==> config.mk <==
export PLATFORM = sky130hd
export DESIGN_NAME = cp0_unit
export DESIGN_NICKNAME = d
export VERILOG_FILES = /design/src/rtl/cp0_unit.sv
export SDC_FILE = /design/constraint.sdc
export NUM_CORES = 1
export LEC_CHECK = 0
export ABC_AREA = 1
export CAP_MARGIN = 40
export CORE_UTILIZATION = 56
export DETAILED_ROUTE_END_ITERATION = 8
export GPL_ROUTABILITY_DRIVEN = 0
export GPL_TIMING_DRIVEN = 0
export HOLD_SLACK_MARGIN = 0.15
export PLACE_DENSITY = 0.9
export SETUP_SLACK_MARGIN = 0.02
export SLEW_MARGIN = 10
export SYNTH_ARGS = -nofsm -noshare
export SYNTH_HDL_FRONTEND = slang
export SYNTH_SLANG_ARGS = --single-unit
==> constraint.sdc <==
create_clock -name clk -period 6.3 [get_ports clk]
set_clock_uncertainty 0.15 [all_clocks]
set_input_delay 0.945 -clock clk [delete_from_list [all_inputs] [get_ports clk]]
set_output_delay 0.945 -clock clk [all_outputs]
set_load 0.005 [all_outputs]
==> src/rtl/cp0_unit.sv <==
// Coprocessor 0: Count/Compare timer, Status/Cause/EPC, SYSCALL and interrupt entry, ERET return.
// rdata is the MFC0 writeback source; redirect/pc_redirect steer the PC mux.
module cp0_unit #(
    parameter logic [31:0] EXC_VECTOR = 32'h0000_0080,
    parameter int unsigned COUNT_DIV  = 2,
    parameter logic [31:0] PRID       = 32'h0001_8000
) (
    input  logic        clk,
    input  logic        rst_n,
    input  logic [31:0] ins,
    input  logic [1:0]  copWr,
    input  logic [31:0] pc,
    input  logic [31:0] wdata,
    input  logic [4:0]  ext_int,
    output logic [31:0] rdata,
    output logic        redirect,
    output logic [31:0] pc_redirect,
    output logic        inst_kill,
    output logic        timer_irq
);

    localparam int unsigned     DivW    = (COUNT_DIV > 1) ? $clog2(COUNT_DIV) : 1;
    localparam logic [DivW-1:0] DivLast = DivW'(COUNT_DIV - 1);

    // Instruction fields
    logic [5:0] op;
    logic [4:0] rs;
    logic [4:0] rd;
    logic [5:0] func;
    logic       cop_active;
    logic       is_mtc0;
    logic       is_eret;
    logic       is_syscall;
    logic       unused_ins;

    assign op         = ins[31:26];
    assign rs         = ins[25:21];
    assign rd         = ins[15:11];
    assign func       = ins[5:0];
    assign unused_ins = ^{ins[20:16], ins[10:6]};

    assign cop_active = (copWr == 2'b01);
    assign is_mtc0    = cop_active && (op == 6'b010000) && (rs == 5'b00100);
    assign is_eret    = cop_active && (op == 6'b010000) && (rs == 5'b10000) && (func == 6'b011000);
    assign is_syscall = cop_active && (op == 6'b000000) && (func == 6'b001100);

    // Architectural state
    logic [31:0]     count_q, count_d;
    logic [31:0]     compare_q, compare_d;
    logic [7:0]      im_q, im_d;
    logic            exl_q, exl_d;
    logic            ie_q, ie_d;
    logic            ip7_q, ip7_d;
    logic [1:0]      ipsw_q, ipsw_d;
    logic [4:0]      exccode_q, exccode_d;
    logic [31:0]     epc_q, epc_d;
    logic [DivW-1:0] div_q, div_d;
    logic [4:0]      sync1_q;
    logic [4:0]      sync2_q;

    logic [7:0] ip;
    logic       int_pend;

    // IP[6:2] follow the synchronised lines directly; nothing latches them.
    assign ip       = {ip7_q, sync2_q, ipsw_q};
    assign int_pend = ie_q & ~exl_q & (|(ip & im_q));

    always_comb begin
        count_d   = count_q;
        compare_d = compare_q;
        im_d      = im_q;
        exl_d     = exl_q;
        ie_d      = ie_q;
        ip7_d     = ip7_q;
        ipsw_d    = ipsw_q;
        exccode_d = exccode_q;
        epc_d     = epc_q;
        div_d     = div_q;

        if (div_q == DivLast) begin
            div_d   = '0;
            count_d = count_q + 32'd1;
            if (count_d == compare_q) begin
                ip7_d = 1'b1;
            end
        end else begin
            div_d = div_q + 1'b1;
        end

        // An interrupt discards whatever ins was, including an MTC0.
        if (int_pend) begin
            epc_d     = pc;
            exccode_d = 5'd0;
            exl_d     = 1'b1;
        end else if (is_syscall) begin
            epc_d     = pc;
            exccode_d = 5'd8;
            exl_d     = 1'b1;
        end else if (is_eret) begin
            exl_d = 1'b0;
        end else if (is_mtc0) begin
            case (rd)
                5'd9: begin
                    count_d = wdata;
                    div_d   = '0;
                end
                5'd11: begin
                    compare_d = wdata;
                    ip7_d     = 1'b0;
                end
                5'd12: begin
                    im_d  = wdata[15:8];
                    exl_d = wdata[1];
                    ie_d  = wdata[0];
                end
                5'd13:   ipsw_d = wdata[9:8];
                5'd14:   epc_d  = wdata;
                default: ;
            endcase
        end
    end

    always_ff @(posedge clk or negedge rst_n) begin
        if (!rst_n) begin
            count_q   <= '0;
            compare_q <= '0;
            im_q      <= '0;
            exl_q     <= 1'b0;
            ie_q      <= 1'b0;
            ip7_q     <= 1'b0;
            ipsw_q    <= '0;
            exccode_q <= '0;
            epc_q     <= '0;
            div_q     <= '0;
            sync1_q   <= '0;
            sync2_q   <= '0;
        end else begin
            count_q   <= count_d;
            compare_q <= compare_d;
            im_q      <= im_d;
            exl_q     <= exl_d;
            ie_q      <= ie_d;
            ip7_q     <= ip7_d;
            ipsw_q    <= ipsw_d;
            exccode_q <= exccode_d;
            epc_q     <= epc_d;
            div_q     <= div_d;
            sync1_q   <= ext_int;
            sync2_q   <= sync1_q;
        end
    end

    // rst_n gates redirect so the PC mux is released as soon as reset asserts.
    always_comb begin
        redirect    = rst_n & (int_pend | is_syscall | is_eret);
        inst_kill   = rst_n & int_pend;
        pc_redirect = (int_pend || is_syscall) ? EXC_VECTOR : epc_q;
        timer_irq   = ip7_q;
    end

    always_comb begin
        case (rd)
            5'd9:    rdata = count_q;
            5'd11:   rdata = compare_q;
            5'd12:   rdata = {16'b0, im_q, 6'b0, exl_q, ie_q};
            5'd13:   rdata = {16'b0, ip, 1'b0, exccode_q, 2'b0};
            5'd14:   rdata = epc_q;
            5'd15:   rdata = PRID;
            default: rdata = 32'd0;
        endcase
    end

endmodule
---- Word-level counts from Yosys, hierarchy flattened ----
Cells that the tools add are included.
storage, ports and cells
  register bits after elaboration ......... 125
  bits of input ports ..................... 105
  output and inout port bits .............. 67
  word-level logic and storage cells ...... 91
operators by class
  add/subtract/negate cells ............... 2
  eq/ne operators ......................... 14
  mux-type cells .......................... 33
  bitwise logic cells ..................... 11
  reductions and logical operators ........ 19
operators with widths
  kind                   count
  $mux 32                12
  $pmux 32 s6            1
  $add 32x1->32 const B  1
  $eq 32x32->1           1
  $eq 5x4->1 const B     6
  $mux 1                 18
  $reduce_and 5->1       3
  $eq 6x5->1 const B     2
  $mux 5                 2
  $and 8x8->8            1
  $reduce_bool 4->1      2
  $reduce_or 8->1        1
  $eq 6x4->1 const B     1
  $logic_and 1x1->1      6
  $logic_not 6->1        1
  $reduce_bool 3->1      2
  $eq 5x3->1 const B     1
  $eq 5x5->1 const B     1
  $and 1x1->1            4
  $not 1->1              4
  $ne 3x1->1 const B     1
  $reduce_and 3->1       1
  $eq 2x1->1 const B     1
  $or 1x1->1             2
  other kinds (4)        4

---- Logic depth before layout (Yosys ltp) ----
Gate-level depths: netlist of the first run.
  word-level depth ........................ 9
  depth in mapped cells ................... 16
  depth with buffers taken out ............ 16

---- Worst setup path before layout of the first run ----
OpenSTA, ideal clock, no wires.
  path type ............................... input to output
  start point ............................. in ins[1]
  end point ............................... out pc_redirect[0]
  data arrival time ....................... 2,065 ps
  required time ........................... 5,205 ps
  slack ................................... 3,140 ps
  cell stages on the path ................. 10
  path buffers ............................ 2
  cells stage by stage .................... nor2_1 > inv_1 > nor2_1 > nand3b_1 > nor3_1 > inv_1 > nand2_1 > buf_2 > buf_1 > nor2_1
on the way
  longest elaborated chain between the ends .. 4
RTL lines
  item                line  source
  start: declaration  10    input logic [31:0] ins,
  $eq 6x4->1          45    assign is_syscall = cop_active && (op == 6'b000000) && (func == 6'b001100);
  $logic_and 1x1->1   45
  $logic_or 1x1->1    157   pc_redirect = (int_pend || is_syscall) ? EXC_VECTOR : epc_q;
  $mux 32             157
  end: declaration    17    output logic [31:0] pc_redirect,
Every way passes these cells.

---- Final worst setup path of the first run ----
  start point ............................. in ins[12]
  end point ............................... out rdata[2]
on the way
  longest elaborated chain between the ends .. 2
  elaborated cells on any way between the ends .. 7
  those cells by class .................... eq/ne (6); mux (1)
RTL lines
  item              line  source
  $eq 5x4->1        162   case (rd)
  $pmux 32 s6 (*)   162
  end: declaration  15    output logic [31:0] rdata,
Every way passes the cells marked *; elsewhere a longest branch is shown, timed or not.

==> results of run 1 <==
registers in the layout, indices dropped and copies added (netlist names):
name       count
timer_irq      1
count_q       32
epc_q         32
sync2_q        5
div_q          1
compare_q     32
ipsw_q         2
exccode_q      1
ie_q           1
sync1_q        5
exl_q          1
im_q           8
per-stage QoR:
step	cells	setup TNS, ns	utilization, %
final	1498	0	76.4
after global routing	1498	0	76.4
after CTS	1498	0	76.4
after detailed placement	1466	0	72.0
after global placement	1465	-72.69	71.7
after floorplan	1128	0	-
per-layer routing:
| layer | track usage, % | vias up | routed length [µm] |
|---|---|---|---|
| met5 | 0 | - | 0 |
| met4 | 22.4 | 0 | 1170 |
| met3 | 10.1 | 115 | 3500 |
| met2 | 61.5 | 681 | 12700 |
| met1 | 50.5 | 4118 | 10100 |
| li1 | - | 4021 | - |
logic make-up after synthesis:
logic type,Yosys count,synth area share (%)
flip-flops,121,38.9
buffers and inverters,191,9.44
XOR/XNOR,7,1.33
multiplexers,5,0.724
AO/OA/AOI/OAI,195,15.5
adder cells (fa/ha/maj),1,0.161
AND/OR/NAND/NOR,608,33.9
worst paths after layout:
check / startpoint / to / cells after the start
worst min-delay path: sync1_q[2] / sync2_q[2] / 0
min in group asynchronous: rst_n / epc_q[0] / 1
worst max register to register: timer_irq / epc_q[28] / 10
worst max-delay path: ins[12] / rdata[2] / 8
worst min register to register: sync1_q[2] / sync2_q[2] / 0
max in group asynchronous: rst_n / count_q[21] / 2
placed cells by master (no fill, tap or decap), types with 6 or more instances in the layout:
cell type,count
nand2_2,7
nor2_2,6
clkdlybuf4s50_1,160
dfrtp_1,121
inv_1,146
o21ai_1,16
a22oi_1,35
o221ai_1,24
nand2_1,364
clkbuf_1,21
a21oi_1,14
clkbuf_16,17
nand3_1,76
nand3b_1,8
buf_1,10
a221oi_1,7
nor2_1,121
buf_2,11
o21ai_0,89
layout make-up:
cell class                 count  area [µm²]
multi-input combinational    816        4020
fill                         992        3170
sequential                   121        3030
timing repair buffer         162        1640
inverter                     150         563
clock buffer                  22         474
tap                          176         220
buffer                        41         171
clock inverter                10         118
power by group:
| group | internal, mW | total [mW] | switching (mW) |
|---|---|---|---|
| Sequential | 0.795 | 0.809 | 0.0138 |
| Clock | 0.613 | 0.990 | 0.377 |
| Combinational | 0.113 | 0.238 | 0.125 |
==> flow_summary_export.csv, run 1 <==
group,metric,value,unit
cells_and_area,fin_area,10200,µm²
synthesis,synth.most_common_cell,"nand2_1",
route,wire_per_inst,18.3,µm
route,via_per_inst,5.96,
synthesis,avgSynthCellArea,6.90,µm²
cts,ctsHtreeMaxLevel,4,
synthesis,synth.area.top_cells,"dfrtp_1 39%, nand2_1 18%, inv_1 7.0%",
die,dieArea,14400,µm²
synthesis,post-synth-top-area-cell,"dfrtp_1",
cts,clock_latency,0.44,ns
setup_path,cp_slowest_stage_delay,0.68,ns
timing,fmaxAchievable,200,MHz
setup_path,reg2reg_slack,3.44,ns
cells_and_area,area.growth.synth_to_final,31.5,%
timing,layout_setup_ws,1.30,ns
setup_path,cp_slowest_cell,"buf_1",
cts,clock_path_buffers,2,
cts,hold_buffers,0,
timing,drv_slew,0,
setup_path,cp_max_fo,10,
setup_path,critPathRequiredTime,5.20,ns
timing,max_slew_margin,43.4,%
timing,rsz0062_at_grt,"false",
outcome,outcome,"finished, final reports clean",
setup_path,worstPathCellList,"clkdlybuf4s50_1 -> inv_1 -> nor2_1 -> nand2_1 -> clkbuf_1 -> buf_1 -> o221ai_1 -> clkdlybuf4s50_1",
synthesis,ys_ff_latch,121,
pwr,power_density,199,nW/µm²
synthesis,synthFlopType,"dfrtp_1",
route,vias,8935,
timing,worst_slew_pin_slew,0.849,ns
synthesis,syn_nets,1234,
synthesis,yosysTopAreaCellShare,38.9,%
placed_design,dp_hpwl,19700,µm
global_route,antenna_found_initial,0,
timing,period_share,79.3,%
placed_design,io_buffers,161,
die,die_h,120,µm
global_route,grt_use_total,39.7,%
route,routed_wl,27400,µm
cts,cts.sinks,121,
placed_design,dp_slack,1.45,ns
synthesis,synth-seq-area-share,38.9,%
setup_path,arrival,3.90,ns
route,drc,0,
synthesis,yosys-top-cells-count,"364 x nand2_1, 146 x inv_1, 121 x dfrtp_1, 121 x nor2_1, 89 x o21ai_0",
timing,final-setup-viol-count,0,
route,drtAntennaViolNets,0,
timing,holdWs,0.202,ns
global_route,grt_pass1_wl,43400,µm
synthesis,synth_edf_count,0,
timing,final-hold-violation-count,0,
setup_path,path_delay_family,"buffers and inverters",
die,start_util,58.1,%
setup_path,end_kind,"output port",
global_route,grt_start_max_net_pins,64,
global_route,grt_pass1_vias,8617,
die,core-area,13400,µm²
cells_and_area,nNetsFinal,1415,
cts,cts-root-buf,"clkbuf_16",
setup_path,crit_type,"in -> out",
die,rows,42,
cts,clkSlewWorstSetupHoldPaths,0.06,ns
cts,cts_resized,0,
setup_path,worst-path-buf-inv,5,
cells_and_area,drive_gt1_share,6.20,%
placed_design,dpl_cell_area,9640,µm²
cells_and_area,n_antenna_cell,0,
flow_run,cap_violations,0,
pwr,irDropWorstVdd,0.000193,V
worst_hold_path,min-delay-path-class,"reg -> reg",
pwr,p_leak,4.69,nW
cts,post_cts_buffers,0,
synthesis,ys_warn_count,0,
synthesis,async_flop_share,100,%
synthesis,postSynthCellCount,1128,
die,die_x,120,µm
pwr,finalPower,2.04,mW
synthesis,syn_area,7780,µm²
synthesis,synth_cell_types,43,
cts,cts_tree,"done",
setup_path,cp_common_cell,"clkdlybuf4s50_1",
route,first_pass_iters,7,
route,drt_iter0_markers,1283,
cts,numCtsBuffers,17,
die,ioPinCount,172,
setup_path,start_kind,"input port",
global_route,grt.overflow.total,0,
timing,fin_crit,5.00,ns
No activity file was read; power rests on OpenSTA's default activity.
==> run 2: changes to the inputs <==
--- a/config.mk
+++ b/config.mk
@@ -7,12 +7,12 @@
 export LEC_CHECK = 0
 export ABC_AREA = 1
 export CAP_MARGIN = 40
-export CORE_UTILIZATION = 56
+export CORE_UTILIZATION = 52
 export DETAILED_ROUTE_END_ITERATION = 8
 export GPL_ROUTABILITY_DRIVEN = 0
 export GPL_TIMING_DRIVEN = 0
 export HOLD_SLACK_MARGIN = 0.15
-export PLACE_DENSITY = 0.9
+export PLACE_DENSITY = 0.85
 export SETUP_SLACK_MARGIN = 0.02
 export SLEW_MARGIN = 10
 export SYNTH_ARGS = -nofsm -noshare
==> constraint.sdc (replaced) <==
create_clock -name clk -period 4.9 [get_ports clk]
set_clock_uncertainty 0.15 [all_clocks]
set_input_delay 0.735 -clock clk [delete_from_list [all_inputs] [get_ports clk]]
set_output_delay 0.735 -clock clk [all_outputs]
set_load 0.005 [all_outputs]
==> flow_summary_export.csv, run 2 (synthesis gave the netlist of run 1 again) <==
group,metric,value,unit
pwr,seqPwrFrac,38.8,%
cells_and_area,top_regs,"compare_q x32, count_q x32, epc_q x32",
cells_and_area,nNetsFinal,1416,
outcome,outcome,"finished, final reports clean",
route,vias,8656,
global_route,grt_pass1_vias,8383,
pwr,cell_internal_pwr,2.05,mW
route,wl_met1,10600,µm
route,drt_iter0_markers,1061,
setup_path,cp_slowest_cell,"buf_1",
cts,cts-root-buf,"clkbuf_16",
cells_and_area,finish.utilization,70.5,%
route,met3_length,2800,µm
route,wire_per_inst,17.7,µm
cells_and_area,nFillCells,1170,
setup_path,worst-path-buf-inv,5,
route,first_pass_iters,6,
setup_path,critPathRequiredTime,4.01,ns
global_route,grt.overflow.total,0,
cts,clock_path_buffers,2,
setup_path,arrival,3.76,ns
pwr,p_sw,628,µW
route,topRoutingLayerUsed,"met4",
timing,period_share,94.7,%
worst_hold_path,min-delay-path-class,"reg -> reg",
pwr,p_comb_share,11.3,%
route,drtAntennaViolNets,0,
timing,worst_slew_pin_slew,0.853,ns
setup_path,start_kind,"input port",
timing,rsz0062_at_grt,"false",
setup_path,cp_slowest_stage_delay,0.71,ns
setup_path,worstPathCellList,"clkdlybuf4s50_1 -> inv_1 -> nor2_1 -> nand2_1 -> clkbuf_1 -> buf_1 -> o221ai_1 -> clkdlybuf4s50_1",
pwr,p_clk_share,49.9,%
cells_and_area,n_antenna_cell,0,
setup_path,end_kind,"output port",
pwr,swShare,23.4,%
cts,cts_resized,0,
cells_and_area,layout_commonest_cell,"nand2_1",
global_route,grt_pass1_wl,42700,µm
cts,numCtsBuffers,17,
pwr,power_density,261,nW/µm²
cts,cts_tree,"done",
timing,fmaxAchievable,215,MHz
cells_and_area,area.growth.synth_to_final,32.1,%
cts,hold_buffers,1,
die,die_h,124,µm
global_route,grt_start_max_net_pins,68,
cells_and_area,multiInputGateArea,4020,µm²
cts,clkSlewWorstSetupHoldPaths,0.05,ns
cells_and_area,regArea,3030,µm²
timing,layout_setup_ws,0.258,ns
cts,cts.sinks,121,
route,drc,0,
setup_path,path_delay_family,"buffers and inverters",
cts,ctsHtreeMaxLevel,4,
placed_design,io_buffers,161,
die,rows,44,
die,ioPinCount,172,
global_route,antenna_found_initial,0,
global_route,grt_use_total,35.4,%
die,core-area,14600,µm²
placed_design,dp_hpwl,19800,µm
setup_path,cp_common_cell,"clkdlybuf4s50_1",
route,met2_length,12000,µm
cells_and_area,final_cell_mix,"364 x nand2_1, 160 x clkdlybuf4s50_1, 146 x inv_1, 121 x nor2_1, 121 x dfrtp_1",
cells_and_area,drive_gt1_share,6.13,%
setup_path,cp_max_fo,10,
timing,final-setup-viol-count,0,
pwr,finalPower,2.68,mW
placed_design,numPlacedInstances,1474,
setup_path,crit_type,"in -> out",
route,via_per_inst,5.75,
route,routed_wl,26600,µm
timing,final-hold-violation-count,0,
timing,fin_crit,4.64,ns
timing,drv_slew,0,
timing,max_slew_margin,43.1,%
cells_and_area,fin_cells,1506,
die,die_x,124,µm
cts,post_cts_buffers,0,
flow_run,cap_violations,0,
cts,clock_latency,0.44,ns
placed_design,dp_slack,0.422,ns
die,dieArea,15500,µm²
die,start_util,53.3,%
pwr,irDropWorstVdd,0.000263,V
pwr,p_leak,4.72,nW
## run 2: final timing paths
check	start	endpoint	slack, ns	cells past startpoint
setup reg to reg	timer_irq	epc_q[27]	2.21	10
hold reg to reg	sync1_q[4]	sync2_q[4]	0.20	0
min in group asynchronous	rst_n	epc_q[24]	0.69	2
max in group asynchronous	rst_n	epc_q[8]	3.20	3
hold / removal	sync1_q[4]	sync2_q[4]	0.20	0
setup / recovery	ins[12]	rdata[18]	0.26	8
## run 2: area by class of cell
| cell class | count | share of cell area [%] |
|---|---|---|
| repair buffers | 163 | 16.1 |
| flip-flops and latches | 121 | 29.5 |
| clock buffers | 22 | 4.61 |
| clock inverters | 9 | 1.41 |
| multi-input cells | 816 | 39.1 |
| well taps | 184 | 2.24 |
| plain buffers | 41 | 1.67 |
| inverters | 150 | 5.48 |
## run 2: metal layers
metal  global-route usage, %  up-vias
met5                       0        -
met4                    19.7        0
met3                    8.25       94
met2                    54.1      516
met1                    46.2     4014
li1                        -     4032
## run 2: stage by stage
step                setup TNS [ns]  cell area (µm²)  hold WS [ns]
floorplan                        0             7780         0.181
global placement           -226.98             9620         0.184
detailed placement               0             9650         0.186
CTS                              0            10300         0.198
global route                     0            10300         0.206
finish                           0            10300         0.196
## run 2: power by group through the flow
stage / Sequential (mW) / Clock, mW / Combinational (mW)
floorplan: 1.05 / 0 / 0.126
global route: 1.04 / 1.39 / 0.330
finish: 1.04 / 1.34 / 0.302
CTS: 1.04 / 1.34 / 0.301
global placement: 1.06 / 0 / 0.291
detailed placement: 1.06 / 0 / 0.297
